### src/rtl/sm_fv_stream_bank_pkg.sv
// Shared types and sizes for the small feature-value bank: the stream beat
// coming from the big FV bank, the local read request and the fill-FSM states.
package sm_fv_stream_bank_pkg;

  localparam int FV_BW            = 16;
  localparam int FV_MEM_AW        = 10;
  localparam int SM_FV_HALF_DEPTH = 64;
  localparam int SM_FV_AW         = $clog2(SM_FV_HALF_DEPTH);

  localparam logic [SM_FV_AW:0] SM_FV_CNT_MAX = SM_FV_HALF_DEPTH[SM_FV_AW:0];
  localparam logic [SM_FV_AW:0] SM_FV_CNT_ONE = (SM_FV_AW+1)'(1);

  typedef struct packed {
    logic                 sos;
    logic                 eos;
    logic [FV_BW-1:0]     FV_data;
    logic [FV_MEM_AW-1:0] A;
  } FV_MEM2FV_Bank;

  typedef struct packed {
    logic                valid;
    logic [SM_FV_AW-1:0] addr;
    logic                rel;
  } sm_fv_rd_req;

  typedef enum logic [1:0] {
    F_IDLE = 2'd0,
    F_RECV = 2'd1,
    F_DROP = 2'd2
  } sm_fv_fill_e;

  // Beat counter saturates at one full half; longer slices wrap in address only.
  function automatic logic [SM_FV_AW:0] sm_fv_sat_inc(input logic [SM_FV_AW:0] v);
    return (v == SM_FV_CNT_MAX) ? v : v + SM_FV_CNT_ONE;
  endfunction

endpackage

### src/rtl/sm_fv_stream_bank_pp_mem.sv
// Ping-pong line store: 2*HALF_DEPTH lines, one write port and one registered
// read port. Address is {half_sel, line}; the array itself is never reset.
module sm_fv_pp_mem
  import sm_fv_stream_bank_pkg::*;
#(
  parameter int W  = FV_BW,
  parameter int AW = SM_FV_AW
) (
  input  logic          i_clk,
  input  logic          i_reset,
  input  logic          i_we,
  input  logic [AW:0]   i_waddr,
  input  logic [W-1:0]  i_wdata,
  input  logic          i_re,
  input  logic [AW:0]   i_raddr,
  output logic [W-1:0]  o_rdata
);

  localparam int DEPTH = 2 ** (AW + 1);

  logic [W-1:0] r_mem [DEPTH];
  logic [W-1:0] r_rdata;

  always_ff @(posedge i_clk) begin
    if (i_we) begin
      r_mem[i_waddr] <= i_wdata;
    end
  end

  // Read register holds its last value when no read is accepted.
  always_ff @(posedge i_clk) begin
    if (i_reset) begin
      r_rdata <= '0;
    end else if (i_re) begin
      r_rdata <= r_mem[i_raddr];
    end
  end

  assign o_rdata = r_rdata;

endmodule

### src/rtl/sm_fv_stream_bank.sv
// Small FV bank: captures streamed replay-iteration slices into a two-half
// buffer so one half fills while the Vertex PE reads the other.
//
// state  | meaning
// F_IDLE | waiting for sos; a sos+eos beat completes a 1-line slice here
// F_RECV | writing beats of a slice into half fill_sel until eos
// F_DROP | no free half at sos; discarding beats until eos
module sm_fv_stream_bank
  import sm_fv_stream_bank_pkg::*;
(
  input  logic                i_clk,
  input  logic                i_reset,
  input  FV_MEM2FV_Bank       i_stream_in,
  input  logic                i_rd_valid,
  input  logic [SM_FV_AW-1:0] i_rd_addr,
  input  logic                i_rd_release,
  output logic                o_rd_data_valid,
  output logic [FV_BW-1:0]    o_rd_data,
  output logic                o_buf_ready,
  output logic [SM_FV_AW:0]   o_line_cnt,
  output logic                o_overflow
);

  localparam int AW = SM_FV_AW;

  sm_fv_fill_e  r_state;
  logic         r_fill_sel;
  logic         r_act_sel;
  logic [1:0]   r_full;
  logic [AW:0]  r_wcnt;
  logic [AW:0]  r_cnt_q [2];
  logic         r_overflow;
  logic         r_rd_data_valid;

  sm_fv_rd_req  w_rd;
  logic         w_sos;
  logic         w_eos;
  logic         w_act_full;
  logic         w_fill_free;
  logic         w_rd_ok;
  logic         w_rel_ok;
  logic         w_we;
  logic         w_fill_done;
  logic [AW:0]  w_wcnt_nxt;
  logic [AW:0]  w_done_cnt;
  logic [1:0]   w_full_set;
  logic [1:0]   w_full_clr;
  logic [AW:0]  w_waddr;
  logic [AW:0]  w_raddr;
  logic         w_unused_a_hi;

  assign w_rd = '{valid: i_rd_valid, addr: i_rd_addr, rel: i_rd_release};

  assign w_sos       = i_stream_in.sos;
  assign w_eos       = i_stream_in.eos;
  assign w_act_full  = r_full[r_act_sel];
  assign w_fill_free = ~r_full[r_fill_sel];

  // Full flags are sampled before this cycle's release takes effect.
  assign w_rd_ok  = w_rd.valid & w_act_full;
  assign w_rel_ok = w_rd.rel & w_act_full;

  assign w_we        = (r_state == F_RECV) | ((r_state == F_IDLE) & w_sos & w_fill_free);
  assign w_fill_done = w_we & w_eos;
  assign w_wcnt_nxt  = sm_fv_sat_inc(r_wcnt);
  assign w_done_cnt  = (r_state == F_RECV) ? w_wcnt_nxt : SM_FV_CNT_ONE;

  // Fill and release never target the same half: fill only writes a non-full half.
  assign w_full_set = w_fill_done ? (2'b01 << r_fill_sel) : 2'b00;
  assign w_full_clr = w_rel_ok    ? (2'b01 << r_act_sel)  : 2'b00;

  // Upper stream address bits are discarded so lines wrap within a half.
  assign w_waddr       = {r_fill_sel, i_stream_in.A[AW-1:0]};
  assign w_unused_a_hi = ^i_stream_in.A[FV_MEM_AW-1:AW];
  assign w_raddr       = {r_act_sel, w_rd.addr};

  always_ff @(posedge i_clk) begin
    if (i_reset) begin
      r_state         <= F_IDLE;
      r_fill_sel      <= 1'b0;
      r_act_sel       <= 1'b0;
      r_full          <= 2'b00;
      r_wcnt          <= '0;
      r_cnt_q[0]      <= '0;
      r_cnt_q[1]      <= '0;
      r_overflow      <= 1'b0;
      r_rd_data_valid <= 1'b0;
    end else begin
      r_full          <= (r_full & ~w_full_clr) | w_full_set;
      r_rd_data_valid <= w_rd_ok;

      if (w_rel_ok) begin
        r_act_sel <= ~r_act_sel;
      end

      if (w_fill_done) begin
        r_cnt_q[r_fill_sel] <= w_done_cnt;
        r_fill_sel          <= ~r_fill_sel;
      end

      case (r_state)
        F_IDLE: begin
          if (w_sos) begin
            if (w_fill_free) begin
              r_wcnt <= SM_FV_CNT_ONE;
              if (!w_eos) r_state <= F_RECV;
            end else begin
              r_overflow <= 1'b1;
              if (!w_eos) r_state <= F_DROP;
            end
          end
        end
        F_RECV: begin
          r_wcnt <= w_wcnt_nxt;
          if (w_eos) r_state <= F_IDLE;
        end
        F_DROP: begin
          if (w_eos) r_state <= F_IDLE;
        end
        default: r_state <= F_IDLE;
      endcase
    end
  end

  sm_fv_pp_mem #(
    .W  (FV_BW),
    .AW (AW)
  ) u_mem (
    .i_clk   (i_clk),
    .i_reset (i_reset),
    .i_we    (w_we),
    .i_waddr (w_waddr),
    .i_wdata (i_stream_in.FV_data),
    .i_re    (w_rd_ok),
    .i_raddr (w_raddr),
    .o_rdata (o_rd_data)
  );

  assign o_rd_data_valid = r_rd_data_valid;
  assign o_buf_ready     = w_act_full;
  assign o_line_cnt      = w_act_full ? r_cnt_q[r_act_sel] : '0;
  assign o_overflow      = r_overflow;

endmodule

### config.mk
export PLATFORM = sky130hd
export DESIGN_NAME = sm_fv_stream_bank
export DESIGN_NICKNAME = d
export VERILOG_FILES = /design/src/rtl/sm_fv_stream_bank_pkg.sv /design/src/rtl/sm_fv_stream_bank_pp_mem.sv /design/src/rtl/sm_fv_stream_bank.sv
export SDC_FILE = /design/constraint.sdc
export NUM_CORES = 2
export LEC_CHECK = 0
export CELL_PAD_IN_SITES_DETAIL_PLACEMENT = 0
export CELL_PAD_IN_SITES_GLOBAL_PLACEMENT = 1
export CORE_AREA = 3 3 385 387
export CTS_CLUSTER_DIAMETER = 100
export DETAILED_ROUTE_END_ITERATION = 7
export DIE_AREA = 0 0 388 390
export PLACE_DENSITY_LB_ADDON = 0.1
export SYNTH_ARGS = -nofsm -noshare
export SYNTH_HDL_FRONTEND = slang
export SYNTH_SLANG_ARGS = --single-unit
### constraint.sdc
create_clock -name i_clk -period 4.2 [get_ports i_clk]
set_input_delay 0.63 -clock i_clk [delete_from_list [all_inputs] [get_ports i_clk]]
set_output_delay 0.63 -clock i_clk [all_outputs]
set_load 0.01 [all_outputs]
## Word-level counts from Yosys, hierarchy flattened

Memory sizes are Yosys's and may differ from the RTL's. A register that Yosys moved wholly into a read port is not among the register bits.
Index checks and enable logic that the tools add are counted.

| word-level totals | value |
|---|---|
| bits in registers | 15 |
| latch bits | 0 |
| memory bits (writable) | 2062 |
| bits in read-only memories | 0 |
| input port bits | 38 |
| output and inout bits | 26 |
| logic and storage cells | 70 |
| memories kept | 2 |

| operators by class | value |
|---|---|
| add/subtract/negate cells | 1 |
| multiply operators | 0 |
| divide/modulo/power cells | 0 |
| magnitude comparators | 2 |
| eq/ne operators | 7 |
| shifts and indexed selects | 2 |
| mux-type cells | 30 |
| bitwise operators | 12 |
| reductions and logical operators | 7 |

Memory list:

| memory | words | width | rd ports | clocked after memory_dff | wr ports | RTL line | text |
|---|---|---|---|---|---|---|---|
| u_mem.r_mem | 128 | 16 | 1 | 1 | 1 | sm_fv_stream_bank_pp_mem.sv:21 | `logic [W-1:0] r_mem [DEPTH];` |
| r_cnt_q | 2 | 7 | 1 | 1 | 2 | sm_fv_stream_bank.sv:31 | `logic [AW:0] r_cnt_q [2];` |

Operators with widths:

| kind | number |
|---|---|
| 2-to-1 mux 7 bit | 6 |
| 2-to-1 mux 1 bit | 15 |
| 2-to-1 mux 2 bit | 7 |
| case mux 7 bit (2 select lines) | 1 |
| AND reduction 3 bit | 3 |
| adder 7 x 1 -> 7 bit, second input constant | 1 |
| equality test 7 bit, second input constant | 1 |
| OR reduction 7 bit | 1 |
| inequality test 2 bit, second input constant | 3 |
| AND 1 bit | 5 |
| less-than comparator 1 x 2 -> 1 bit, second input constant | 2 |
| case mux 2 bit (2 select lines) | 1 |
| left shift 1 x 1 -> 2 bit, first input constant | 2 |
| inverter 1 bit | 3 |
| AND 2 bit | 1 |
| equality test 2 x 1 -> 1 bit, second input constant | 1 |
| equality test 2 bit, second input constant | 1 |
| zero test 2 bit | 1 |
| inequality test 2 x 1 -> 1 bit, second input constant | 1 |
| inverter 2 bit | 1 |
| OR 2 bit | 1 |
| nonzero test 2 bit | 1 |
| OR reduction 2 bit | 1 |
| OR 1 bit | 1 |

## Depth between registers and ports, before layout

| depth | value |
|---|---|
| depth after elaboration | 11 |
| gate-level depth with buffers | 12 |

## Modules after synthesis

Synthesis repeated with hierarchy kept, for this count alone.

| unflattened totals | value |
|---|---|
| cell total of the unflattened synthesis | 3737 |
| area, all modules | 81117.8 um^2 |

Modules (own cells, without submodules):

| module | instances | cells an instance | area each (um^2) | sequential area each (um^2) |
|---|---|---|---|---|
| sm_fv_pp_mem | 1 | 3575 | 79578.8 | 61819.3 |
| sm_fv_stream_bank | 1 | 162 | 1539.0 | 740.7 |

## Least setup slack after synthesis

Ideal clock, no wire load.

| timing path | value |
|---|---|
| kind | register to register |
| start point | register r_state[1] |
| end point | memory u_mem.r_mem[72][0] in the netlist's numbering, enable pin |
| setup time | 0.431 ns |
| arrival time | 3.023 ns |
| data required time | 3.769 ns |
| slack | 0.746 ns |
| cell stages (with the launch flop) | 8 |
| buffers on the path | 2 |
| clock period less this slack | 3.454 ns |
| cells stage by stage | dfxtp_1 inv_1 ha_1 clkbuf_1 a31o_2 clkbuf_1 nand4_1 nor4_1 |

| on the way | value |
|---|---|
| cells in the longest elaborated chain, start to end | 6 |
| elaborated cells on any way between the ends | 7 |
| those cells by class | 1 x eq/ne; 2 x mux; 3 x bitwise; 1 x reduce/logical |

RTL lines:

| what | RTL line | text |
|---|---|---|
| start: declaration | sm_fv_stream_bank.sv:26 | `sm_fv_fill_e r_state;` |
| start signal: assignment | sm_fv_stream_bank.sv:79 | `r_state <= F_IDLE;` |
| start signal: assignment | sm_fv_stream_bank.sv:106 | `if (!w_eos) r_state <= F_RECV;` |
| start signal: assignment | sm_fv_stream_bank.sv:109 | `if (!w_eos) r_state <= F_DROP;` |
| zero test 2 bit | sm_fv_stream_bank.sv:63 | `assign w_we = (r_state == F_RECV) \| ((r_state == F_IDLE) & w_sos & w_fill_free);` |
| AND 1 bit (2 in series) | sm_fv_stream_bank.sv:63 |  |
| OR 1 bit * | sm_fv_stream_bank.sv:63 |  |
| 2-to-1 mux 1 bit * | sm_fv_stream_bank_pp_mem.sv:25 | `if (i_we) begin` |
| 2-to-1 mux 1 bit (implied by the code) * | sm_fv_stream_bank_pp_mem.sv:26 | `r_mem[i_waddr] <= i_wdata;` |
| end: declaration | sm_fv_stream_bank_pp_mem.sv:21 |  |

Mark *: on every way between the ends. The rest lies on a longest branch, timed or not.

## Worst setup path in the final report

| timing path | value |
|---|---|
| start point | register r_full[0] |
| end point | output port o_buf_ready |

| on the way | value |
|---|---|
| cells in the longest elaborated chain, start to end | 2 |

RTL lines:

| what | RTL line | text |
|---|---|---|
| start: declaration | sm_fv_stream_bank.sv:29 | `logic [1:0] r_full;` |
| start signal: assignment | sm_fv_stream_bank.sv:89 | `r_full <= (r_full & ~w_full_clr) \| w_full_set;` |
| 2-to-1 mux 1 bit (implied by the code) (2 in series) | sm_fv_stream_bank.sv:56 | `assign w_act_full = r_full[r_act_sel];` |
| end: declaration | sm_fv_stream_bank.sv:19 | `output logic o_buf_ready,` |

No other way between the ends. The select of a mux whose other input is x is not followed.

==> results <==
- The run finished with clean final reports.
- The post-cts resize count is 0.
- For this block, wires on met1 add up to 86620 um.
- At the pin with the least slew margin, the transition time is 1.229 ns.
- The die boundary width is 388 um.
- The count of H-tree levels built during CTS is 4.
- Detailed routing placed a total of between 100000 and 150000 um of wire on met2.
- By area, the combinational part of the netlist is dominated by multiplexers.
- For this run, the total global-route usage over all layers was measured as 0.2948.
- The worst-case setup slack after placement is 0.4754 ns.
- The highest cell delay on the worst timing path is about 0.58 ns.
- The clock period minus worst slack is 3.420 ns.
- The clock-pin transition on the worst setup and hold timing paths is 0.06 ns.
- The number of flops mapped to enable cells by yosys is 2062.
- The number of placement rows is 140.
- For this design the ratio of total power to cell area is between 400 and 500 nW/um2.
- In the post-synthesis netlist, the biggest area contributors are sky130_fd_sc_hd__edfxtp_1 (76%), sky130_fd_sc_hd__mux4_2 (13%), sky130_fd_sc_hd__mux2i_1 (2.2%), sky130_fd_sc_hd__nor2_1 (0.95%), sky130_fd_sc_hd__dfxtp_1 (0.79%).
- The initial antenna violation count is 12.
- The routed layout has 41610 vias.
- Of the available clock period, the critical path in the final layout requires 0.8144.
- Routability-driven placement finished with a final weighted congestion of 0.8706.
- Of the total synthesized cell area, the portion taken by AND, OR, NAND and NOR gates is 0.03044.
- The count of buffers added on input and output ports is 59.
- After clock tree synthesis, the setup repair step added 0 buffers.
- The synthesized design contains 2094 register bits.
- The share of the synthesized area in compound gates (AO/OA/AOI/OAI) was 0.02591.
- The routed length per placed instance is approximately 35 um.
- In the final timing run, aggregate negative setup slack is 0 ns.
- A synthesized cell averages 21.15 um2.
- The portion of synthesized area spent on multiplexers is 0.1553.
- The synthesized netlist cell count is 3839.
- In this run the worst path has a maximum fanout of 8.
- The total congestion overflow after global routing is 0.
- The count of max-cap constraint violations is 0.
- After detailed routing, the total wire length is 220400 um.
- The total clock buffers created by CTS is 205.
- Setup repair after global routing left no endpoint under its margin.
- For this run, the share of the core covered by cells in the final layout is 0.6361.
- For this configuration, the core starts out at a cell density of 0.5590.
- 64 I/O pins were placed.
- The highest layer used for signal routing is met4.
- STA classifies the critical path endpoint as a primary output.
- The total buffers and inverters traversed by the critical path is 2.
- The share of the Yosys chip area taken by registers is 0.7707.
- The number of buffers added to fix hold violations after cts is 0.
- In the layout the commonest cells are sky130_fd_sc_hd__edfxtp_1 (2062), sky130_fd_sc_hd__mux4_2 (463), sky130_fd_sc_hd__buf_4 (340).
- The final layout net count is 4292.
- The cell type contributing the most total cell area after synthesis is sky130_fd_sc_hd__edfxtp_1.
- The mapped netlist covers 81180 um2.
- The finished cells cover 92370 um2.
- The worst-case clock skew is 0.02908 ns.
- Final hold analysis gives a worst-case slack of 0.3143 ns.
- Of the total synthesized cell area, the portion taken by full adders, half adders and majority gates is 0.0009248.
- The region available for standard cell placement spans 145200 um2.
- VDD sags by at most roughly 0.43 mV.
- At the worst endpoint, the arrival time is 2.79 ns.
- The signal on the critical path passes through mux2i_1, inv_1, clkdlybuf4s50_1.
- The number of setup violations in the final report is 0.
- The post-synthesis to final-layout area growth is 13.79%.
- The clock net in this run drives a total of 2094 sinks.
- The share of synthesized area in the top cell type comes to 0.7628.
- The wire-length estimate of the detail-placed layout is 138500 um.
- The violation count after the first detailed-route iteration is 5497.
- The area of the die is 151300 um2.
- TritonCTS built the clock tree.
- The family with the most delay on the worst path is buffers and inverters.
- After detailed routing, the number of vias per cell comes to 6.560.
- The most used flip-flop cell after synthesis is sky130_fd_sc_hd__edfxtp_1.
- The first global-routing pass estimated 312300 um of wire.
- The share of flip-flops with an asynchronous set or reset is 0.
- The number of endpoints with negative hold slack in the final report was 0.
- For the worst-skew pair, the clock arrives at the later sink with an insertion delay of 0.84 ns.
- Of the cells placed in the final design, the portion with a size suffix greater than 1 is 0.2649.
- The final worst setup slack is 0.7796 ns.
- In this run the tightest slew margin relative to its limit is 0.1809.
- The required time at the worst-slack endpoint is between 3 and 4 ns.
- The via count of the first global-routing pass is ~42000.
- Of the total synthesized cell area, the portion taken by XOR and XNOR cells is 0.0007553.
- The number of max-slew violations in the final report was 0.
- The cell area after placement is 85800 um2.
- The tightest min-delay check is of the in -> reg type.
- The number of nets in the synthesized netlist is 3883.
- The maximum number of pins on one net before global-route repair is around 100.
- The buffer cell driving the clock tree root is sky130_fd_sc_hd__clkbuf_16.
- The maximum clock frequency is 292.4 MHz.
- The final antenna-violating net count is 0.
- The worst setup path is launched from a flip-flop.
- Counting along the longest clock path gives a buffer depth of 3.
- After synthesis, the netlist uses between 70 and 80 different library cells.
- The most common cell after layout, fill and taps aside is sky130_fd_sc_hd__edfxtp_1.
- Measured along the y axis, the die boundary spans 390 um.
- For this design, the slowest cell found on the critical path is sky130_fd_sc_hd__mux2i_1.
- After detailed routing, the number of remaining DRC violations is 0.
- Yosys printed 0 warnings.
- The reported leakage power is between 20 and 30 nW.
- The number of detailed-route iterations in the first pass is 5.
- The routed design uses approximately 22000 um of met3 wire.
- The worst setup path is of the reg -> out kind.
state kept, by name (all words and copies together) (netlist names), named ones only:
| name | count |
|---|---|
| r_full | 2 |
| o_rd_data_valid | 1 |
| u_mem.o_rdata | 16 |
| r_state | 2 |
| r_fill_sel | 1 |
| r_act_sel | 1 |
| o_overflow | 1 |
| u_mem.r_mem | 2048 |
| r_wcnt | 7 |
| r_cnt_q | 14 |
path summary, 6_finish.rpt:
| check | startpoint | end | slack [ns] | cells after the start |
|---|---|---|---|---|
| worst max-delay path | r_full[0] | o_buf_ready | 0.78 | 3 |
| worst min-delay path | i_stream_in[19] | u_mem.r_mem[120][9] | 0.31 | 1 |
| worst max register to register | r_full[0] | u_mem.r_mem[60][4] | 0.91 | 6 |
| worst min register to register | r_full[1] | r_full[1] | 0.48 | 2 |
worst reg2reg max path: cells and delay by family (launching register included):
kind | cells | cell delay, ns
simple gates | 2 | 0.92
buf+inv | 2 | 0.78
compound gates | 1 | 0.47
flops | 1 | 0.45
mux | 1 | 0.37
through the flow:
stage / power, mW / instances
6_report: 44.22 / 6343
5_1_grt: 45.48 / 6339
4_1_cts: 44.47 / 6338
3_5_place_dp: 26.79 / 5958
3_3_place_gp: 26.71 / 5958
2_1_floorplan: 25.20 / 3839
area by class of cell:
cell class	count	area [um2]
repair buffers	404	3423
clock inverters	118	1086
multi-input cells	1525	17350
well taps	1917	2399
inverters	18	67.56
clock buffers	262	5468
diodes	5	12.51
flip-flops and latches	2094	62560
fillers	9701	52850
power by group:
group	leakage [nW]	switching (mW)	internal [mW]	total (mW)
logic	7.62	2.03	1.02	3.05
registers	18.8	0.148	23.2	23.3
clock network	3.20	7.62	10.2	17.8
total	29.6	9.80	34.4	44.2
kinds of logic after synthesis:
family | after synthesis
flops | 2094
mux | 676
simple gates | 540
compound gates | 296
buf+inv | 220
xor+xnor | 7
fa+ha+maj | 6
layer usage:
| metal | vias up | global-route usage |
|---|---|---|
| met1 | 22110 | 0.4208 |
| li1 | 16880 | - |
| met2 | 2249 | 0.4506 |
| met3 | 371 | 0.06824 |
| met4 | 0 | 0.1128 |
| met5 | - | 0 |
Yosys cell counts, drive strengths merged (9+ instances only):
cell	count
a32oi	9
nor2b	23
nand2b	17
nor2	206
a31oi	17
o21ai	39
inv	17
mux2	37
dfxtp	32
o221ai	19
nand3	67
a21oi	32
nor3	27
o22ai	33
clkbuf	59
a221oi	22
mux2i	176
mux4	463
nand4	23
and3	10
a22oi	46
a211oi	13
nand2	127
buf	143
edfxtp	2062
(Power assumes the default switching activity.)
